**config.mk**
```make
export PLATFORM = sky130hd
export DESIGN_NAME = fetch_ptr
export DESIGN_NICKNAME = d
export VERILOG_FILES = /design/src/rtl/fetch_ptr.sv
export SDC_FILE = /design/constraint.sdc
export NUM_CORES = 1
export LEC_CHECK = 0
export BUFFER_PORTS_ARGS = -buffer_cell sky130_fd_sc_hd__buf_2
export CAP_MARGIN = 20
export CORE_ASPECT_RATIO = 0.75
export CORE_MARGIN = 4
export CORE_UTILIZATION = 60
export DETAILED_ROUTE_END_ITERATION = 8
export HOLD_SLACK_MARGIN = 0.03
export PLACE_DENSITY = 0.85
export SLEW_MARGIN = 40
export SYNTH_ARGS = -nofsm -noshare
export SYNTH_HDL_FRONTEND = slang
export SYNTH_SLANG_ARGS = --single-unit
```
**constraint.sdc**
```tcl
create_clock -name clk -period 9.85 [get_ports clk]
set_clock_uncertainty 0.15 [all_clocks]
set_input_delay 1.97 -clock clk [delete_from_list [all_inputs] [get_ports clk]]
set_output_delay 1.97 -clock clk [all_outputs]
set_load 0.005 [all_outputs]
```
**src/rtl/fetch_ptr.sv**
```systemverilog
// fetch_ptr: per-core instruction fetch and data-pointer stage.
//
// Issues pipelined reads to a fixed-latency instruction memory, buffers the
// returns in a small FIFO so that stalls from the select stage lose nothing,
// executes RIGHT/LEFT pointer moves locally, squashes on branch redirect and
// stops the core when END is consumed.
//
// Ports:
//   clk           clock
//   rst_n         asynchronous active-low reset
//   core_en       core enable from the select chain
//   stall         stall from select; holds the presented instruction
//   branch_en     taken-branch redirect from execute
//   branch_target redirect pc
//   imem_en       read request
//   imem_addr     read address (pc)
//   imem_data     read data, valid IMEM_LAT cycles after imem_en
//   ins           instruction to select (16'h0000 = NOP)
//   ptr           current data pointer
//   halted        core stopped (HALT state or core_en low)
//   stall_cycles  only with FETCH_PERF_EN defined: saturating count of cycles
//                 with a non-NOP instruction held by stall
//
// Optional feature macro: FETCH_PERF_EN.

module fetch_ptr #(
  parameter int unsigned IMEM_LAT   = 2,
  parameter logic [15:0] START_PC   = 16'h0000,
  parameter logic [15:0] START_PTR  = 16'h0000,
  parameter int unsigned FIFO_DEPTH = IMEM_LAT + 1
) (
  input  logic        clk,
  input  logic        rst_n,
  input  logic        core_en,
  input  logic        stall,
  input  logic        branch_en,
  input  logic [15:0] branch_target,
  output logic        imem_en,
  output logic [15:0] imem_addr,
  input  logic [15:0] imem_data,
  output logic [15:0] ins,
  output logic [15:0] ptr,
  output logic        halted
`ifdef FETCH_PERF_EN
  ,
  output logic [15:0] stall_cycles
`endif
);

  localparam int unsigned IdxW = (FIFO_DEPTH > 1) ? $clog2(FIFO_DEPTH) : 1;
  localparam int unsigned CntW = $clog2(FIFO_DEPTH + 1);
  localparam logic [IdxW-1:0] LastIdx = IdxW'(FIFO_DEPTH - 1);

  localparam logic [0:0] StRun  = 1'b0;
  localparam logic [0:0] StHalt = 1'b1;

  localparam logic [3:0] OpRight = 4'h3;
  localparam logic [3:0] OpLeft  = 4'h4;
  localparam logic [3:0] OpEnd   = 4'hA;

  logic [0:0]          state_q, state_d;
  logic [15:0]         pc_q, pc_d;
  logic [15:0]         ptr_q, ptr_d;
  logic [IMEM_LAT-1:0] vpipe_q, vpipe_d;
  logic [IdxW-1:0]     rd_idx_q, rd_idx_d;
  logic [IdxW-1:0]     wr_idx_q, wr_idx_d;
  logic [CntW-1:0]     cnt_q, cnt_d;
  logic                ready_q;
  logic [15:0]         fifo_mem [FIFO_DEPTH];

  logic        run;
  logic        present;
  logic [15:0] head;
  logic [3:0]  head_op;
  logic [15:0] imm;
  logic        is_move;
  logic        is_end;
  logic        redirect;
  logic        consume;
  logic        end_take;
  logic        flush;
  logic        push_en;
  logic        issue;
  logic [7:0]  inflight;
  logic [7:0]  occupancy;

  function automatic logic [IdxW-1:0] next_idx(input logic [IdxW-1:0] idx);
    return (idx == LastIdx) ? '0 : idx + 1'b1;
  endfunction

  // Requests still travelling through the memory pipeline.
  always_comb begin
    inflight = '0;
    for (int i = 0; i < IMEM_LAT; i++) begin
      inflight = inflight + 8'(vpipe_q[i]);
    end
  end

  assign occupancy = inflight + 8'(cnt_q);

  assign run      = (state_q == StRun);
  assign present  = run && (cnt_q != '0);
  assign head     = fifo_mem[rd_idx_q];
  assign head_op  = head[15:12];
  assign imm      = {4'h0, head[11:0]};
  assign is_move  = (head_op == OpRight) || (head_op == OpLeft);
  assign is_end   = (head_op == OpEnd);
  assign redirect = run && branch_en;

  // Pointer moves are never visible to select, so stall does not hold them.
  // END still retires with core_en low so a stopping core halts cleanly.
  assign consume  = present && !redirect &&
                    (is_move ? core_en : (!stall && (core_en || is_end)));
  assign end_take = consume && is_end;
  assign flush    = redirect || end_take;

  // Counting in-flight requests against free entries guarantees every return
  // has a slot, even while select stalls.
  assign issue    = run && ready_q && core_en && !redirect && !end_take &&
                    (occupancy < 8'(FIFO_DEPTH));
  assign push_en  = vpipe_q[IMEM_LAT-1] && !flush;

  assign imem_en   = issue;
  assign imem_addr = pc_q;
  assign ins       = (present && core_en && !is_move) ? head : 16'h0000;
  assign ptr       = ptr_q;
  assign halted    = (state_q == StHalt) || !core_en;

  always_comb begin
    state_d  = state_q;
    pc_d     = pc_q;
    ptr_d    = ptr_q;
    rd_idx_d = rd_idx_q;
    wr_idx_d = wr_idx_q;
    cnt_d    = cnt_q;
    vpipe_d  = '0;

    if (flush || (state_q == StHalt)) begin
      rd_idx_d = '0;
      wr_idx_d = '0;
      cnt_d    = '0;
    end else begin
      for (int i = 1; i < IMEM_LAT; i++) begin
        vpipe_d[i] = vpipe_q[i-1];
      end
      vpipe_d[0] = issue;
      if (push_en) wr_idx_d = next_idx(wr_idx_q);
      if (consume) rd_idx_d = next_idx(rd_idx_q);
      cnt_d = cnt_q + CntW'(push_en) - CntW'(consume);
    end

    if (redirect) begin
      pc_d = branch_target;
    end else if (issue) begin
      pc_d = pc_q + 16'd1;
    end

    if (consume && (head_op == OpRight)) begin
      ptr_d = ptr_q + imm;
    end else if (consume && (head_op == OpLeft)) begin
      ptr_d = ptr_q - imm;
    end

    if (end_take) state_d = StHalt;
  end

  always_ff @(posedge clk or negedge rst_n) begin
    if (!rst_n) begin
      state_q  <= StRun;
      pc_q     <= START_PC;
      ptr_q    <= START_PTR;
      vpipe_q  <= '0;
      rd_idx_q <= '0;
      wr_idx_q <= '0;
      cnt_q    <= '0;
      ready_q  <= 1'b0;
    end else begin
      state_q  <= state_d;
      pc_q     <= pc_d;
      ptr_q    <= ptr_d;
      vpipe_q  <= vpipe_d;
      rd_idx_q <= rd_idx_d;
      wr_idx_q <= wr_idx_d;
      cnt_q    <= cnt_d;
      // Keeps imem_en low during reset and the release cycle.
      ready_q  <= 1'b1;
    end
  end

  // Storage needs no reset; occupancy is tracked by the indices and count.
  always_ff @(posedge clk) begin
    if (push_en) fifo_mem[wr_idx_q] <= imem_data;
  end

`ifdef FETCH_PERF_EN
  logic [15:0] stall_cnt_q;

  always_ff @(posedge clk or negedge rst_n) begin
    if (!rst_n) begin
      stall_cnt_q <= '0;
    end else if (stall && (ins != 16'h0000) && (stall_cnt_q != 16'hFFFF)) begin
      stall_cnt_q <= stall_cnt_q + 16'd1;
    end
  end

  assign stall_cycles = stall_cnt_q;
`endif

endmodule

```
==> impl_metrics.csv, run 1 <==
group,metric,value,unit
floorplan,dieHeight,86.8,um
critical_path,r2r.worst_path.cells,12,
critical_path,worst-r2r-setup-slack,4870,ps
hold_path,hp-start,"ptr[15]",
global_route,grt_pass1_vias,3606,
global_route,groute.usage.overall,22.4,%
critical_path,crit_path_max_fanout,14,
cells_and_area,final_cell_mix,"buf_2, edfxtp_1, dfrtp_1, nand2_1, nor2_1",
critical_path,regToRegStartpoint,"rd_idx_q[0]",
critical_path,startpoint_type,"input port",
yosys,synthDominantAreaCellType,"edfxtp_1",
detailed_routing,first_iter_violations,169,
timing,rsz0062_at_grt,"no",
yosys,synth-main-ff-cell,"edfxtp_1",
timing,fin_crit,5700,ps
floorplan,io_pins,87,
yosys,synth_top_cells_by_area,"edfxtp_1, dfrtp_1, mux2_2",
global_route,grt_pass1_wl,17.5,mm
clock_network,cts.sinks,90,
critical_path,worstSetupEndpointType,"flop",
floorplan,dieArea,0.00982,mm^2
yosys,ys_seq_elements,90,
yosys,yosys.area.top_type_share,29.0,%
global_route,grt_start_max_net_pins,43,
timing,worst_pin_slew,821,ps
floorplan,core,0.00799,mm^2
floorplan,start_util,62.2,%
pwr,peakVddDrop,0.105,mV
timing,slew_headroom,45.3,%
placed_design,gp_congestion,0.929,
critical_path,worstSetupPathType,"in2reg",
yosys,syn_inst,424,
floorplan,rows,28,
cells_and_area,final_layout_size_suffix_gt1_share,30.1,%
clock_network,clk_latency,370,ps
detailed_routing,viasPerCell,5.85,
clock_network,cts_tree,"yes",
floorplan,fp.dieW,113,um
detailed_routing,firstDrtPassIters,5,
pwr,p_leak,2.53,nW
flow_run,max_cap_viol_count,0,
timing,hold_violations,0,
timing,finalWorstSetupSlack,4150,ps
clock_network,cts_hold_buffers,0,
critical_path,required,9960,ps
placed_design,portBuffers,86,
yosys,synth-edff-count,48,
timing,fmax,175,MHz
yosys,netlist_area,0.00497,mm^2
cells_and_area,fillers,574,
clock_network,numCtsBuffers,9,
timing,slew_violations,0,
critical_path,startpoint,"branch_en",
yosys,syn-num-nets,484,
timing,setup_tns,0,ps
run_status,status,"finished clean",
critical_path,cp.arrival,5810,ps
clock_network,cts_resized,0,
clock_network,post_cts_buffers,0,
yosys,yosysUniqueCellTypes,67,
detailed_routing,routedWlPerCell,17.1,um
global_route,antenna_found_initial,0,
yosys,synth.avg_cell_area,11.7,um^2
clock_network,clock-root-buffer,"clkbuf_8",
clock_network,cts_buffer_depth,2,
cells_and_area,final_common_cell,"buf_2",
cells_and_area,final_util,71.5,%
detailed_routing,wirelength,10.6,mm
placed_design,place_ws,3830,ps
clock_network,clk_pin_slew,100,ps
hold_path,min_path_type,"reg2reg",
pwr,p_per_area,131,mW/mm^2
yosys,ys_seq_area_share,50.2,%
cells_and_area,final_nets,573,
global_route,grt_overflow,0,
detailed_routing,ant_nets,0,
yosys,async_flop_share,46.7,%
detailed_routing,vias,3647,
detailed_routing,drc,0,
cells_and_area,antenna_cells,0,
clock_network,htree_levels,3,
placed_design,dp_hpwl,7.89,mm
timing,period_share,57.9,%
cells_and_area,area_delta_synth_final,15.0,%
timing,setup_violations,0,
hold_path,min_delay_path_depth,1,
hold_path,hold_end,"ptr[15]",
yosys,yosys_warnings,0,
critical_path,r2r_end,"ptr[14]",
[cell type report]
cell class | instances | area [um^2] | area share (%)
inverter | 13 | 48.8 | 0.854
clock buffer | 9 | 124 | 2.17
timing repair buffer | 90 | 463 | 8.10
clock inverter | 7 | 76.3 | 1.34
sequential | 90 | 2490 | 43.6
tap | 105 | 131 | 2.30
multi-input combinational | 309 | 2380 | 41.6
[cell usage after synthesis (3+ instances only)]
library cell,instances
o21a_1,3
a21oi_1,15
and3_1,6
o21ai_1,8
nor2_1,36
mux2_2,25
buf_2,3
clkbuf_1,4
and4_1,5
o21bai_1,5
nor2b_1,4
buf_6,3
mux2i_1,16
xnor2_1,27
a31oi_1,4
a21o_1,4
edfxtp_1,48
nand3_1,10
ha_1,21
o21ai_0,17
inv_1,12
dfrtp_1,42
nand2_1,38
xor2_1,15
[kinds of logic after synthesis]
kind of cell / share of synthesized area, %
and+or+nand+nor: 12.4
xor gates and xnor gates: 7.40
other: 0.0755
buffers and inverters: 2.57
muxes: 9.87
AOI/OAI and AO/OA: 11.5
adders and majority gates: 6.09
DFF: 50.2
[sequential cells by signal, indices dropped and copies added, names as in the netlist]
signal	flops
state_q	1
ready_q	1
cnt_q	2
ptr	16
wr_idx_q	2
rd_idx_q	2
imem_addr	16
fifo_mem	48
vpipe_q	2
[metal layers]
layer	share of wire, %	global-route usage [%]	routed length [um]	up-vias
li1	-	-	-	1721
met1	44	30.3	4680	1775
met5	0	0	0	-
met3	5.7	4.95	605	19
met2	49	36.8	5220	132
met4	1.1	6.33	122	0
[worst max-delay path, stage by stage]
cell,delay [ps]
buf_2,130
or3b_4,400
a2111oi_2,370
and4_1,560
mux2i_1,220
fa_1,470
a21o_1,180
a21o_1,210
a2111oi_1,510
o31a_1,240
o21ai_0,130
xor2_1,160
mux2_2,270
[stage by stage]
step / power (W) / cells / cell area (um^2) / hold WS [ps]
after global placement: 0.000499 / 607 / 5500 / 313
after floorplan: 0.000468 / 424 / 4970 / 318
after global routing: 0.000782 / 623 / 5710 / 351
final: 0.000751 / 623 / 5710 / 331
after CTS: 0.000756 / 623 / 5710 / 338
after detailed placement: 0.000504 / 607 / 5510 / 324
[worst max path at each step]
| stage | endpoint | slack [ps] | depth (start not counted) |
|---|---|---|---|
| 5_1_grt | ptr[15] | 3800 | 13 |
| 3_5_place_dp | ptr[15] | 3830 | 13 |
| 6_report | ptr[14] | 4150 | 13 |
| 3_3_place_gp | ptr[14] | 3910 | 13 |
| 2_1_floorplan | ptr[14] | 4330 | 14 |
| 4_1_cts | ptr[15] | 4160 | 13 |
[where the power goes]
| part | switching, W | internal [W] | leakage [nW] |
|---|---|---|---|
| combinational | 0.0000372 | 0.0000341 | 1.45 |
| clock | 0.000154 | 0.000101 | 0.103 |
| sequential | 0.0000152 | 0.000410 | 0.980 |
Power figures use the tool's default switching activity.
==> run 2, diff against run 1 <==
--- a/config.mk
+++ b/config.mk
@@ -5,14 +5,15 @@
 export SDC_FILE = /design/constraint.sdc
 export NUM_CORES = 1
 export LEC_CHECK = 0
+export ABC_AREA = 1
 export BUFFER_PORTS_ARGS = -buffer_cell sky130_fd_sc_hd__buf_2
 export CAP_MARGIN = 20
 export CORE_ASPECT_RATIO = 0.75
 export CORE_MARGIN = 4
-export CORE_UTILIZATION = 60
+export CORE_UTILIZATION = 57
 export DETAILED_ROUTE_END_ITERATION = 8
 export HOLD_SLACK_MARGIN = 0.03
-export PLACE_DENSITY = 0.85
+export PLACE_DENSITY = 0.81
 export SLEW_MARGIN = 40
 export SYNTH_ARGS = -nofsm -noshare
 export SYNTH_HDL_FRONTEND = slang
==> constraint.sdc (replaced) <==
create_clock -name clk -period 5.61 [get_ports clk]
set_clock_uncertainty 0.15 [all_clocks]
set_input_delay 1.122 -clock clk [delete_from_list [all_inputs] [get_ports clk]]
set_output_delay 1.122 -clock clk [all_outputs]
set_load 0.005 [all_outputs]
==> run 2 against run 1 <==
Setup slack lost 2800 ps. Cell count grew 34%. Via count grew 24%. Power grew 83%. Utilization shrank 4.4 points. Critical path depth grew 7. Critical path type is now reg2reg.
==> impl_metrics.csv, run 2 <==
group,metric,value,unit
run_status,status,"finished clean",
critical_path,worstSetupPathType,"reg2reg",
global_route,grt_pass1_wl,20.7,mm
clock_network,cts_tree,"yes",
yosys,yosys.area.top_type_share,27.5,%
cells_and_area,antenna_cells,0,
yosys,yosys.area_share.simple,25.8,%
floorplan,io_pins,87,
detailed_routing,first_iter_violations,380,
placed_design,dp_hpwl,8.87,mm
clock_network,cts.sinks,90,
timing,slew_violations,0,
global_route,grt_pass1_vias,4382,
cells_and_area,final_layout_size_suffix_gt1_share,17.8,%
yosys,synth-main-ff-cell,"edfxtp_1",
global_route,grt_start_max_net_pins,43,
critical_path,startpoint_type,"flop",
detailed_routing,ant_nets,0,
clock_network,cts_resized,0,
yosys,synthDominantAreaCellType,"edfxtp_1",
timing,slew_headroom,46.4,%
clock_network,numCtsBuffers,9,
critical_path,worstSetupEndpointType,"flop",
detailed_routing,viasPerCell,5.45,
timing,fmax,235,MHz
yosys,ys_top_cells_by_count,"nand2_1, inv_1, nor2_1",
global_route,groute.usage.overall,23.7,%
cells_and_area,fillers,703,
yosys,async_flop_share,46.7,%
timing,fin_crit,4250,ps
global_route,grt_overflow,0,
yosys,synth_xor_area_share,5.85,%
pwr,p_per_area,227,mW/mm^2
floorplan,fp.dieW,119,um
yosys,synth_top_cells_by_area,"edfxtp_1, dfrtp_1, nand2_1",
detailed_routing,firstDrtPassIters,5,
floorplan,start_util,58.2,%
cells_and_area,final_nets,775,
yosys,synthAdderAreaFrac,5.77,%
yosys,synth.avg_cell_area,8.30,um^2
clock_network,cts_buffer_depth,2,
critical_path,required,5690,ps
global_route,antenna_found_initial,0,
pwr,p_leak,3.11,nW
placed_design,gp_congestion,0.908,
floorplan,rows,30,
yosys,synth.area.mux_share,0,%
hold_path,min_path_type,"reg2reg",
yosys,ys_seq_elements,90,
floorplan,dieHeight,91.1,um
yosys,netlist_area,0.00524,mm^2
cells_and_area,largest_register,"fifo_mem",
detailed_routing,wirelength,12.5,mm
clock_network,cts_hold_buffers,0,
critical_path,crit_path_max_fanout,19,
timing,hold_violations,0,
yosys,synth_top_family_by_area,"simple AND/OR/NAND/NOR gates",
detailed_routing,routedWlPerCell,15.0,um
detailed_routing,vias,4535,
placed_design,place_ws,1470,ps
clock_network,post_cts_buffers,0,
timing,finalWorstSetupSlack,1360,ps
cells_and_area,area_delta_synth_final,15.4,%
timing,rsz0062_at_grt,"no",
timing,worst_pin_slew,803,ps
pwr,peakVddDrop,0.205,mV
yosys,ys_seq_area_share,47.5,%
timing,setup_violations,0,
cells_and_area,finalNonFillerCells,832,
timing,period_share,75.8,%
detailed_routing,drc,0,
yosys,yosysUniqueCellTypes,39,
floorplan,dieArea,0.0108,mm^2
yosys,synth_compound_area_share,7.16,%
critical_path,cp.arrival,4340,ps
yosys,yosys_warnings,0,
yosys,synth-edff-count,48,
cells_and_area,largest_reg_flops,48,
clock_network,htree_levels,3,
yosys,syn_inst,632,
cells_and_area,final_common_cell,"nand2_1",
cells_and_area,final_cell_mix,"nand2_1, buf_2, inv_1, nor2_1, edfxtp_1",
clock_network,clk_pin_slew,70,ps
clock_network,clk_latency,340,ps
clock_network,clock-root-buffer,"clkbuf_16",
yosys,yosysMostFrequentCell,"nand2_1",
placed_design,place_inst,816,
placed_design,portBuffers,86,
yosys,syn-num-nets,692,
floorplan,core,0.00901,mm^2
timing,setup_tns,0,ps
flow_run,max_cap_viol_count,0,
## run 2: cell count changes in the layout (fill, tap and decap cells not counted), moves of 17 or more
cell and delta:
nand2_1 +143, inv_1 +67, nand3_1 +36, mux2_2 -25
o21ai_0 +20, nor2_1 +17
## run 2: cell type report
class	count	area (um^2)	area share (%)
sequential	90	2490	41.2
multi-input combinational	442	2350	38.9
timing repair buffer	88	448	7.40
inverter	84	318	5.25
clock buffer	10	229	3.78
tap	112	140	2.32
clock inverter	6	72.6	1.20
## run 2: logic make-up after synthesis
family | count (synthesis)
other cells | 1
xor+xnor | 35
buf+inv | 100
flops | 90
fa+ha+maj | 23
simple gates | 315
compound gates | 68
## run 2: layer usage
layer / global-route usage (%) / routed length [um] / part of all wire, %
met1: 31.3 / 5090 / 41
met2: 38.3 / 5960 / 48
met3: 6.04 / 1180 / 9.5
met4: 7.62 / 228 / 1.8
met5: 0 / 0 / 0
## run 2: stage by stage
step | power, W | utilization [%] | hold WS (ps) | area [um^2]
after floorplan | 0.000742 | - | 331 | 5240
after global placement | 0.000773 | 63.7 | 339 | 5740
after detailed placement | 0.000775 | 63.8 | 352 | 5750
after CTS | 0.00139 | 67.1 | 372 | 6050
after global routing | 0.00142 | 67.2 | 417 | 6050
final | 0.00137 | 67.2 | 374 | 6050
## run 2: worst paths after layout
check | from | endpoint | slack, ps | depth (start not counted)
max in group asynchronous | rst_n | cnt_q[0] | 4310 | 1
worst max-delay path | rd_idx_q[1] | ptr[12] | 1360 | 20
worst max register to register | rd_idx_q[1] | ptr[12] | 1360 | 20
worst min register to register | ptr[14] | ptr[14] | 370 | 2
worst min-delay path | ptr[14] | ptr[14] | 370 | 2
min in group asynchronous | rst_n | ptr[0] | 600 | 1
## run 2: report_power, final
| group | switching (W) | internal [W] |
|---|---|---|
| sequential | 0.00000974 | 0.000704 |
| combinational | 0.0000256 | 0.0000222 |
| clock | 0.000259 | 0.000351 |
| total | 0.000294 | 0.00108 |
## run 2: worst max-delay path, cell delays in order (launching register included)
cell	delay, ps
dfrtp_1	680
nor2_4	430
nand2_1	160
inv_2	80
nor2_2	50
nor2_4	100
nand2_2	80
a21oi_4	190
nand3_2	270
nand2_1	130
o21ai_0	170
fa_1	480
nand3_1	90
nand3_1	130
nand2_1	100
nand2_1	80
a21oi_1	270
o21bai_1	110
or2_2	280
nand3_1	70
nand2_1	50
==> run 3, diff against run 2 <==
--- a/config.mk
+++ b/config.mk
@@ -10,10 +10,10 @@
 export CAP_MARGIN = 20
 export CORE_ASPECT_RATIO = 0.75
 export CORE_MARGIN = 4
-export CORE_UTILIZATION = 57
+export CORE_UTILIZATION = 51
 export DETAILED_ROUTE_END_ITERATION = 8
 export HOLD_SLACK_MARGIN = 0.03
-export PLACE_DENSITY = 0.81
+export PLACE_DENSITY = 0.76
 export SLEW_MARGIN = 40
 export SYNTH_ARGS = -nofsm -noshare
 export SYNTH_HDL_FRONTEND = slang
==> constraint.sdc (replaced) <==
create_clock -name clk -period 3.8 [get_ports clk]
set_clock_uncertainty 0.15 [all_clocks]
set_input_delay 0.76 -clock clk [delete_from_list [all_inputs] [get_ports clk]]
set_output_delay 0.76 -clock clk [all_outputs]
set_load 0.005 [all_outputs]
==> run 3 against run 2 <==
Final area is 3.1% higher. Global-route usage shrank 2.3 points. Flip-flop and latch count did not move. Fmax grew 17%. Power grew 46%. Utilization shrank 3.8 points. Count of clock-buffer cells in the layout is the same. Combinational power is 50% higher. First-iteration DRC count grew 14%. Sequential power up 47%.
==> impl_metrics.csv, run 3 (same netlist as run 2, synthesis figures left out) <==
group,metric,value,unit
cells_and_area,area_delta_synth_final,19.0,%
cells_and_area,final_util,63.3,%
clock_network,clk_latency,340,ps
detailed_routing,vias,4631,
detailed_routing,first_iter_violations,432,
detailed_routing,ant_nets,0,
cells_and_area,antenna_cells,0,
placed_design,gp_congestion,0.883,
global_route,groute.usage.overall,21.3,%
clock_network,numCtsBuffers,9,
pwr,peakVddDrop,0.217,mV
detailed_routing,routedWlPerCell,14.6,um
placed_design,portBuffers,86,
hold_path,min_path_type,"in2async",
clock_network,cts_tree,"yes",
global_route,grt_pass1_wl,20.5,mm
critical_path,worstSetupPathType,"reg2reg",
flow_run,max_cap_viol_count,0,
floorplan,fp.dieW,125,um
clock_network,clk_pin_slew,70,ps
timing,setup_violations,0,
cells_and_area,finalNonFillerCells,867,
critical_path,crit_end,"ptr[12]",
timing,period_share,95.3,%
critical_path,r2r.worst_path.cells,21,
critical_path,startpoint_type,"flop",
timing,hold_violations,0,
critical_path,crit_path_max_fanout,8,
floorplan,rows,31,
critical_path,r2r_end,"ptr[12]",
detailed_routing,viasPerCell,5.34,
cells_and_area,final_nets,790,
critical_path,worst-r2r-setup-slack,180,ps
pwr,p_per_area,321,mW/mm^2
global_route,grt_overflow,0,
cells_and_area,fillers,844,
timing,finalWorstSetupSlack,180,ps
cells_and_area,largest_register,"fifo_mem",
clock_network,htree_levels,3,
cells_and_area,largest_reg_flops,48,
floorplan,dieArea,0.0120,mm^2
detailed_routing,wirelength,12.6,mm
timing,hold_ws,248,ps
cells_and_area,final_common_cell,"nand2_1",
clock_network,cts.sinks,90,
timing,fin_crit,3620,ps
global_route,grt_pass1_vias,4425,
critical_path,worstSetupEndpointType,"flop",
floorplan,start_util,53.2,%
cells_and_area,final_cell_mix,"nand2_1, buf_2, inv_1, nor2_1, edfxtp_1",
global_route,antenna_found_initial,0,
placed_design,dp_hpwl,9.11,mm
global_route,grt_start_max_net_pins,43,
detailed_routing,firstDrtPassIters,5,
floorplan,io_pins,87,
floorplan,core,0.00985,mm^2
timing,slew_violations,0,
clock_network,clock-root-buffer,"clkbuf_16",
critical_path,regToRegStartpoint,"rd_idx_q[0]",
placed_design,place_ws,-113,ps
timing,worst_pin_slew,764,ps
clock_network,cts_buffer_depth,2,
placed_design,place_inst,846,
clock_network,cts_hold_buffers,0,
timing,rsz0062_at_grt,"yes",
critical_path,startpoint,"rd_idx_q[0]",
detailed_routing,drc,0,
critical_path,cp.arrival,3700,ps
floorplan,dieHeight,95.8,um
pwr,p_leak,3.17,nW
timing,slew_headroom,49.0,%
timing,fmax,276,MHz
critical_path,required,3880,ps
run_status,status,"finished clean",
cells_and_area,final_layout_size_suffix_gt1_share,21.1,%
==> run 3: changes by cell type in the layout (fill, tap and decap cells not counted), moves of 3 or more <==
cell / delta
nor2_2: +4
o21ai_1: +5
buf_4: +14
a21oi_1: -5
o21ai_0: -5
a21oi_2: +5
nor2_1: -3
==> run 3: worst min-delay path by stage <==
stage,from,end,slack (ps),cells past startpoint
final,rst_n,ptr[0],250,1
after global placement,ptr[0],ptr[0],340,2
after CTS,rst_n,ptr[1],270,1
after floorplan,rst_n,cnt_q[0],310,0
after detailed placement,ptr[12],ptr[12],360,2
after global routing,rst_n,ptr[0],300,1
==> run 3: worst max-delay path: stages, from the launching register on <==
cell and delay, ps:
dfrtp_2 490, nor2_4 230, nand2_1 120, inv_2 70, nor2_2 50, nor2_4 100
nand2_2 80, a21oi_4 240, nand3_4 160, nand2_1 110, xnor2_1 120, inv_1 70
ha_1 350, nand2_1 110, nand3_1 150, nand2_1 120, nand2_1 100, a21oi_2 210
o21bai_1 100, or2_2 280, nand3_1 70, nand2_1 60
==> run 3: routing by layer <==
metal / wire (um) / up-vias / share of wire, % / global-route usage (%)
li1: - / 2230 / - / -
met1: 5500 / 2143 / 43 / 28.2
met2: 5800 / 226 / 46 / 35.6
met3: 1070 / 32 / 8.4 / 4.44
met4: 280 / 0 / 2.2 / 7.22
met5: 0 / - / 0 / 0
==> run 3: what timing repair did <==
action                     CTS  global route
resized for setup            2            20
gates cloned                 0             1
setup buffers                0             4
pin swaps                    0             3
setup endpoints to repair    2            10
==> run 3: power breakdown <==
group	total, W	switching [W]	internal [W]	leakage, nW
combinational	0.0000715	0.0000383	0.0000331	2.05
sequential	0.00105	0.0000142	0.00104	0.989
clock	0.000877	0.000366	0.000511	0.137
==> run 3: through the flow <==
step | cell area [um^2] | total power (W) | TNS (ps)
CTS | 6150 | 0.00203 | 0
global placement | 5840 | 0.00114 | 0
floorplan | 5240 | 0.00110 | 0
finish | 6240 | 0.00200 | 0
global route | 6240 | 0.00208 | -71.9
detailed placement | 5840 | 0.00114 | -128
==> run 3: layout make-up <==
cell class	count	area (um^2)	area share (%)
Clock buffer	10	229	3.67
Clock inverter	6	66.3	1.06
Inverter	84	318	5.09
Multi-Input combinational cell	443	2410	38.7
Sequential cell	90	2490	40.0
Tap cell	132	165	2.65
Timing Repair Buffer	102	553	8.86
